## src/rtl/mem_access_monitor.sv

```systemverilog
// rtl/mem_access_monitor.sv - bus access monitor with windowed capture log FIFO and halt control
//
// Watches a core's memory bus. While running, every access inside the
// address window is logged (type, address, data) into a small FIFO that a
// consumer drains. The monitor stops on a halt address or after a run-cycle
// limit and then keeps draining until reset.
//
// Ports:
//   clk, resetn          clock, asynchronous active-low reset
//   enable               starts the run from IDLE
//   address, we          bus address and write strobe from the core
//   wdata, rdata         core write data / memory read data
//   log_ready            consumer accepts the head entry
//   log_valid            FIFO holds at least one entry
//   log_we/addr/data     head entry (zero while empty or in reset)
//   overflow, drop_count sticky drop flag and saturating drop counter
//   halted, halt_cause   HALTED state, cause (1 = halt address, 2 = timeout)
//   cycle_count          saturating count of RUN cycles
module mem_access_monitor #(
  parameter int            AW        = 32,
  parameter int            DW        = 32,
  parameter int            DEPTH     = 16,
  parameter logic [AW-1:0] HALT_ADDR = 'hFFC,
  parameter logic [AW-1:0] WIN_MASK  = 'h800,
  parameter logic [AW-1:0] WIN_MATCH = 'h800,
  parameter int            TIMEOUT   = 2000
) (
  input  logic          clk,
  input  logic          resetn,
  input  logic          enable,
  input  logic [AW-1:0] address,
  input  logic          we,
  input  logic [DW-1:0] wdata,
  input  logic [DW-1:0] rdata,
  input  logic          log_ready,
  output logic          log_valid,
  output logic          log_we,
  output logic [AW-1:0] log_addr,
  output logic [DW-1:0] log_data,
  output logic          overflow,
  output logic [15:0]   drop_count,
  output logic          halted,
  output logic [1:0]    halt_cause,
  output logic [31:0]   cycle_count
);

  localparam int            PW       = $clog2(DEPTH);
  localparam logic [PW:0]   FULL_CNT = (PW+1)'(DEPTH);
  localparam logic [31:0]   TO_LAST  = 32'(TIMEOUT - 1);

  typedef enum logic [1:0] {IDLE, RUN, HALTED} state_t;
  state_t state;

  logic [DEPTH-1:0] mem_we;
  logic [AW-1:0]    mem_addr [DEPTH];
  logic [DW-1:0]    mem_data [DEPTH];
  logic [PW-1:0]    wr_ptr;
  logic [PW-1:0]    rd_ptr;
  logic [PW:0]      count;

  logic is_halt;
  logic in_win;
  logic capture;
  logic full;
  logic pop;
  logic push;
  logic drop;
  logic timeout_hit;

  assign is_halt     = (address == HALT_ADDR);
  assign in_win      = ((address & WIN_MASK) == WIN_MATCH);
  // The halt address itself is never logged even when it lies in the window.
  assign capture     = (state == RUN) && in_win && !is_halt;
  assign full        = (count == FULL_CNT);
  assign log_valid   = (count != '0);
  assign pop         = log_valid && log_ready;
  // A pop on the same edge frees the slot, so a full FIFO still accepts.
  assign push        = capture && (!full || pop);
  assign drop        = capture && full && !pop;
  assign timeout_hit = (cycle_count == TO_LAST);

  // Head outputs are gated by log_valid so they read zero when empty,
  // which also covers reset since count clears asynchronously.
  assign log_we   = log_valid & mem_we[rd_ptr];
  assign log_addr = log_valid ? mem_addr[rd_ptr] : '0;
  assign log_data = log_valid ? mem_data[rd_ptr] : '0;

  always_ff @(posedge clk or negedge resetn) begin
    if (!resetn) begin
      state       <= IDLE;
      halted      <= 1'b0;
      halt_cause  <= 2'd0;
      cycle_count <= '0;
    end else begin
      case (state)
        IDLE: begin
          if (enable) state <= RUN;
        end
        RUN: begin
          if (cycle_count != '1) cycle_count <= cycle_count + 32'd1;
          // Halt address has priority over the timeout on the same edge.
          if (is_halt) begin
            state      <= HALTED;
            halted     <= 1'b1;
            halt_cause <= 2'd1;
          end else if (timeout_hit) begin
            state      <= HALTED;
            halted     <= 1'b1;
            halt_cause <= 2'd2;
          end
        end
        default: ;
      endcase
    end
  end

  always_ff @(posedge clk or negedge resetn) begin
    if (!resetn) begin
      wr_ptr     <= '0;
      rd_ptr     <= '0;
      count      <= '0;
      overflow   <= 1'b0;
      drop_count <= '0;
    end else begin
      if (push) wr_ptr <= wr_ptr + 1'b1;
      if (pop)  rd_ptr <= rd_ptr + 1'b1;
      case ({push, pop})
        2'b10:   count <= count + 1'b1;
        2'b01:   count <= count - 1'b1;
        default: ;
      endcase
      if (drop) begin
        overflow <= 1'b1;
        if (drop_count != 16'hFFFF) drop_count <= drop_count + 16'd1;
      end
    end
  end

  // Storage needs no reset: entries are only visible while count says so.
  always_ff @(posedge clk) begin
    if (push) begin
      mem_we[wr_ptr]   <= we;
      mem_addr[wr_ptr] <= address;
      mem_data[wr_ptr] <= we ? wdata : rdata;
    end
  end

endmodule

```

## config.mk

```make
export PLATFORM = sky130hd
export DESIGN_NAME = mem_access_monitor
export DESIGN_NICKNAME = d
export VERILOG_FILES = /design/src/rtl/mem_access_monitor.sv
export SDC_FILE = /design/constraint.sdc
export NUM_CORES = 1
export LEC_CHECK = 0
export CAP_MARGIN = 20
export CORE_MARGIN = 2
export CORE_UTILIZATION = 54
export DETAILED_ROUTE_END_ITERATION = 7
export GPL_ROUTABILITY_DRIVEN = 1
export PLACE_DENSITY = 0.8
export SETUP_SLACK_MARGIN = 0.3
export SYNTH_ARGS = -nofsm -noshare
export SYNTH_HDL_FRONTEND = slang
export SYNTH_SLANG_ARGS = --single-unit
```

## constraint.sdc

```tcl
create_clock -name clk -period 6.4 [get_ports clk]
set_input_delay 1.28 -clock clk [delete_from_list [all_inputs] [get_ports clk]]
set_output_delay 1.28 -clock clk [all_outputs]
set_load 0.1 [all_outputs]
```

After elaboration in Yosys (flattened, before gate mapping)
Memory sizes are Yosys's and may differ from the RTL's.
Index checks and enable logic that the tools add are counted.
W data, S select, Z words.
{ "classes": {"n_addsub": 6, "eq_ne": 10, "n_reduce_logical": 20, "magnitude_cmp": 3, "muxes": 18, "bitwise_logic": 1} }
{ "ops": {"columns": ["operator", "n"], "rows": [
  ["$mux W32", 3],
  ["$add A32 B1 Y32 const B", 1],
  ["$eq A32 B11 Y1 const B", 1],
  ["$eq A32 B12 Y1 const B", 1],
  ["$ne A32 B32 Y1 const B", 1],
  ["$add A16 B1 Y16 const B", 1],
  ["$bwmux W16", 1],
  ["$ne A16 B16 Y1 const B", 1],
  ["$lt A4 B5 Y1 const B", 2],
  ["$pmux W5 S2", 1],
  ["$add A4 B1 Y4 const B", 2],
  ["$mux W2", 4],
  ["$logic_and A1 B1 Y1", 7],
  ["$mux W1", 6],
  ["$reduce_and A2 Y1", 3],
  ["$reduce_bool A2 Y1", 3],
  ["$add A5 B1 Y5 const B", 1],
  ["$eq A5 B5 Y1 const B", 1],
  ["$reduce_bool A5 Y1", 1],
  ["$sub A5 B1 Y5 const B", 1],
  ["$bmux W1 S4", 1],
  ["$demux W1 S4", 1],
  ["$eq A2 B1 Y1 const B", 2],
  ["$ge A4 B1 Y1 const B", 1],
  ["9 further kinds", 11]
]} }
{ "word_totals": {"wordCells": 70, "mem_bits_rw": 1024, "input_bits": 101, "n_memories": 2, "ff_bits": 83} }
{ "mem_list": {"columns": ["memory", "depth", "word_bits", "read_ports", "rd_ports_with_merged_regs", "write_ports", "line_no", "source"], "rows": [
  ["mem_addr", 16, 32, 1, 0, 1, "55", "logic [AW-1:0] mem_addr [DEPTH];"],
  ["mem_data", 16, 32, 1, 0, 1, "56", "logic [DW-1:0] mem_data [DEPTH];"]
]} }

Longest topological paths before layout
{ "depth": {"word_depth": 6, "ltp_mapped": 15, "mapped_depth_nobuf": 12} }

Worst setup path before layout
OpenSTA, ideal clock, no wires.
{ "synth_path": {"path_kind": "input-to-reg", "start": "in address[2]", "end": "mem mem_addr[1][0] (enable)", "required_time_ps": 5832, "slack_ps": -1022, "path_stages": 6, "t_arrival_ps": 6854, "setup_ps": 568, "cell_sequence": "or4bb_1 nor4_4 a211oi_1 buf_4 nand2_1 nor3_1"} }
{ "synth_between": {"elab_chain_cells": 6} }
{ "synth_rtl": {"columns": ["item", "line_no", "source"], "rows": [
  ["start: declaration", "31", "input logic [AW-1:0] address,"],
  ["$eq A32 B12 Y1", "70", "assign is_halt = (address == HALT_ADDR);"],
  ["$logic_not A1 Y1", "73", "assign capture = (state == RUN) && in_win && !is_halt;"],
  ["$logic_and A1 B1 Y1", "73", null],
  ["$logic_and A1 B1 Y1", "78", "assign push = capture && (!full || pop);"],
  ["$mux W1", "141", "if (push) begin"],
  ["$mux W1 (not written as such)", "143", "mem_addr[wr_ptr] <= address;"],
  ["end: declaration", "55", null]
]} }
No other way between the ends.

Final worst setup path
{ "layout_path": {"start": "reg rd_ptr[0]", "end": "out log_addr[8]"} }
{ "layout_between": {"elab_chain_cells": 2} }
{ "layout_rtl": {"columns": ["item", "line_no", "source"], "rows": [
  ["start: declaration", "58", "logic [PW-1:0] rd_ptr;"],
  ["start signal: assignment", "126", "if (pop) rd_ptr <= rd_ptr + 1'b1;"],
  ["$mem_v2 Z16 W32", null, null],
  ["$mux W32", "85", "assign log_addr = log_valid ? mem_addr[rd_ptr] : '0;"],
  ["end: declaration", "38", "output logic [AW-1:0] log_addr,"]
]} }
No other way between the ends.

==> out/summary.txt <==
Worst-path clk slew - 0.06 ns
Max-slew headroom - 23.1%
Clock Tree Root - clkbuf_16
Worst EP required - 5.12 ns
Mapped Cells - 1907
nature of the critical path endpoint - primary output
sequential power share - 36.5%
switching part of the total - 38.2%
R2R depth - 12
Power Internal - 15.6 mW
Tcrit/Tclk final - 88.4%
register area share after synthesis - 76.0%
Total Routing Usage GR - 25.0%
Worst-Margin Slew - 1.15 ns
full die area - 0.0825 sq mm
drt drc - 0
clk buf depth - 3
fin cells - 3320
Final GP Congestion - 0.818
Unique masters post-synth - 46
routed len/inst - 30.6 um
syn avg cell area - 22.7 sq um
Final ANT Viol Nets - 0
largest family of logic cells by synthesized area - multiplexers
Initial Util - 54.7%
row count - 103
Hold Path Origin - overflow$_DFFE_PN0P_
top_reg_cell synth - edfxtp_1
post-cts sizing count - 0
global-route congestion overflow total - 0
Clock power frac - 23.8%
pin count of the biggest net entering global routing - 80
post-synthesis mux area share - 17.9%
IO Count - 219
status - finished, final reports clean
Combinational Power Share - 39.7%
via count - 21.2k
Worst-Skew Late Latency - 0.68 ns
asr flop ratio synth - 6.05%
Post-CTS Hold Buffers - 0
worst clock skew - 0.0251 ns
Adder-Cell Fraction of Synth Area - 0.318%
Period minus WS final - 5.66 ns
post-synthesis compound-gate area fraction - 0.396%
placed instance count - 3129
setup TNS - 0 ns
H-tree levels - 3
number of global-route vias before repair - 22.4k
crit-path max FO - 26
clock sinks - 1107
net count reported at finish - 2300
synth warn - 0
Post-Syn Area - 0.0433 sq mm
total wire length - 102 mm
R2R Setup Slk - 2.30 ns
Crit path arrival time - 4.38 ns
drt via density - 6.40
syn_nets - 2019
final setup fails - 0
Reg-to-Reg End - count[4]$_DFFE_PN0P_
Psw - 9.68 mW
worst hold path class - reg2reg
PD cells - 502 mW/mm^2
DP Wirelength - 51.8 mm
#FFs+latches synth - 1107
Post-synth EDFFs - 1040
max-slew violations - 0
VDD IR max - 546 uV
DR pass1 iterations - 5
share of layout cells above drive strength 1 - 26.9%
floorplan die height - 287 um
Crit Reg-Reg Startpoint - count[1]$_DFFE_PN0P_
Area Overhead vs Synth - 16.4%
Ant. Diodes - 0
port bufs - 218
Synth Area in XOR/XNOR - 1.13%
DR iter-0 viols - 2642
global-route wire length before repair - 149 mm
final hold viol count - 0
Max Clk Rate - 177 MHz
Die Width - 287 um
Worst Setup Path Type - reg2out
leakage power - 16.1 nW
Post-Synth Simple-Gate Area - 3.28%
RSZ-0062 raised after global routing - no
Hold EP - overflow$_DFFE_PN0P_
CORE AREA - 0.0793 sq mm
Num CTS Buffers - 104
max-cap violations - 0
number of setup buffers added after CTS - 0
WHS Path Cells - 1
CTS tree - built
startpoint types - register
initial antenna violation count - 3
==> flip-flops by register name (all words and copies together), names as in the netlist <==
name / count
mem_addr: 512
mem_data: 512
cycle_count: 32
drop_count: 16
mem_we: 16
count: 5
rd_ptr: 4
wr_ptr: 4
halt_cause: 2
state: 2
halted: 1
overflow: 1
==> power groups by stage <==
stage          clock (mW)  sequential (mW)  combinational [mW]
6_report             6.02             9.23                10.1
5_1_grt              6.32             9.29                10.4
4_1_cts              6.08             9.24                10.1
3_3_place_gp            0             9.30                9.96
3_5_place_dp            0             9.36                10.0
2_1_floorplan           0             9.21                7.56
==> cell families (layout without fill, tap and decap cells) <==
family                   Yosys count  in the layout
flip-flops                      1107           1107
multiplexers                     362            362
AND/OR/NAND/NOR                  241            241
buffers and inverters            105            468
XOR/XNOR                          56             56
AO/OA/AOI/OAI                     25             25
adder cells (fa/ha/maj)           11             11
==> per-stage QoR <==
| stage | cell area, sq um | hold slack (ns) | utilization, % | worst slack [ns] | power [mW] |
|---|---|---|---|---|---|
| 2_1_floorplan | 43300 | 0.450 | - | 0.722 | 16.8 |
| 3_3_place_gp | 47100 | 0.453 | 59.4 | 1.40 | 19.3 |
| 3_5_place_dp | 47100 | 0.473 | 59.4 | 1.32 | 19.4 |
| 4_1_cts | 50400 | 0.486 | 63.6 | 0.655 | 25.5 |
| 5_1_grt | 50400 | 0.505 | 63.6 | 0.556 | 26.0 |
| 6_report | 50400 | 0.485 | 63.6 | 0.739 | 25.3 |
==> synthesized netlist by cell type, types with 2 or more instances <==
cell,instances,area [sq um]
xnor2_1,34,298
nand4_1,21,131
xor2_1,22,193
o21a_1,2,15.0
nor4_2,3,37.5
nand2_1,36,135
or3_1,2,12.5
mux2_2,37,417
nand4b_1,2,17.5
nor2b_1,4,25.0
dfrtp_1,67,1680
edfxtp_1,1040,31200
clkbuf_1,47,176
buf_6,2,22.5
or2_2,2,12.5
buf_2,34,170
inv_1,10,37.5
buf_4,2,15.0
nor4_1,18,113
a31oi_1,3,18.8
a21oi_1,6,30.0
and3_1,18,113
buf_1,10,37.5
and4_1,8,70.1
o21ai_0,5,25.0
nor3_1,9,45.0
nand3_1,24,120
ha_1,11,138
nor2_1,17,63.8
mux4_2,325,7320
and2_1,69,432
a21o_1,3,22.5
==> worst max-delay path, stage by stage (launching register included) <==
cell             delay (ns)
dfrtp_4                0.82
buf_4                  0.56
mux4_2                 0.59
mux4_2                 0.50
and2_1                 0.19
clkdlybuf4s50_1        1.02
==> final cells by class <==
cell class | instances | area [sq um]
Clock buffer | 121 | 2690
Clock inverter | 67 | 622
Fill cell | 5056 | 28800
Inverter | 10 | 37.5
Multi-Input combinational cell | 695 | 10100
Sequential cell | 1107 | 32900
Tap cell | 1050 | 1310
Timing Repair Buffer | 270 | 2790
==> worst max path at each step <==
stage	start	end	slack, ns
4_1_cts	rd_ptr[0]$_DFFE_PN0P_	log_addr[8]	0.66
3_3_place_gp	address[15]	count[4]$_DFFE_PN0P_	1.40
5_1_grt	rd_ptr[0]$_DFFE_PN0P_	log_addr[8]	0.56
6_report	rd_ptr[0]$_DFFE_PN0P_	log_addr[8]	0.74
3_5_place_dp	address[0]	count[4]$_DFFE_PN0P_	1.32
2_1_floorplan	address[2]	mem_addr[13][0]$_DFFE_PP_	0.72
==> placed cells by master, fill, tap and decap left out, types with 20 or more instances in the layout <==
cell type / Yosys / routed
nand3_1: 24 / 24
dfrtp_1: 67 / 63
buf_4: 2 / 42
mux4_2: 325 / 325
nand2_1: 36 / 36
clkbuf_16: 0 / 105
clkinv_2: 0 / 22
xor2_1: 22 / 22
buf_12: 0 / 20
mux2_2: 37 / 37
clkdlybuf4s50_1: 0 / 204
nand4_1: 21 / 21
clkinv_1: 0 / 21
and2_1: 69 / 69
edfxtp_1: 1040 / 1040
xnor2_1: 34 / 34
==> per-layer routing <==
metal / share of wire [%] / routed length (um) / global-route usage [%]
met1: 37 / 37900 / 33.6
met2: 52 / 53200 / 42.8
met3: 7.8 / 7910 / 3.87
met4: 2.5 / 2500 / 7.28
met5: 0.045 / 46 / 0
(Power assumes the default switching activity.)
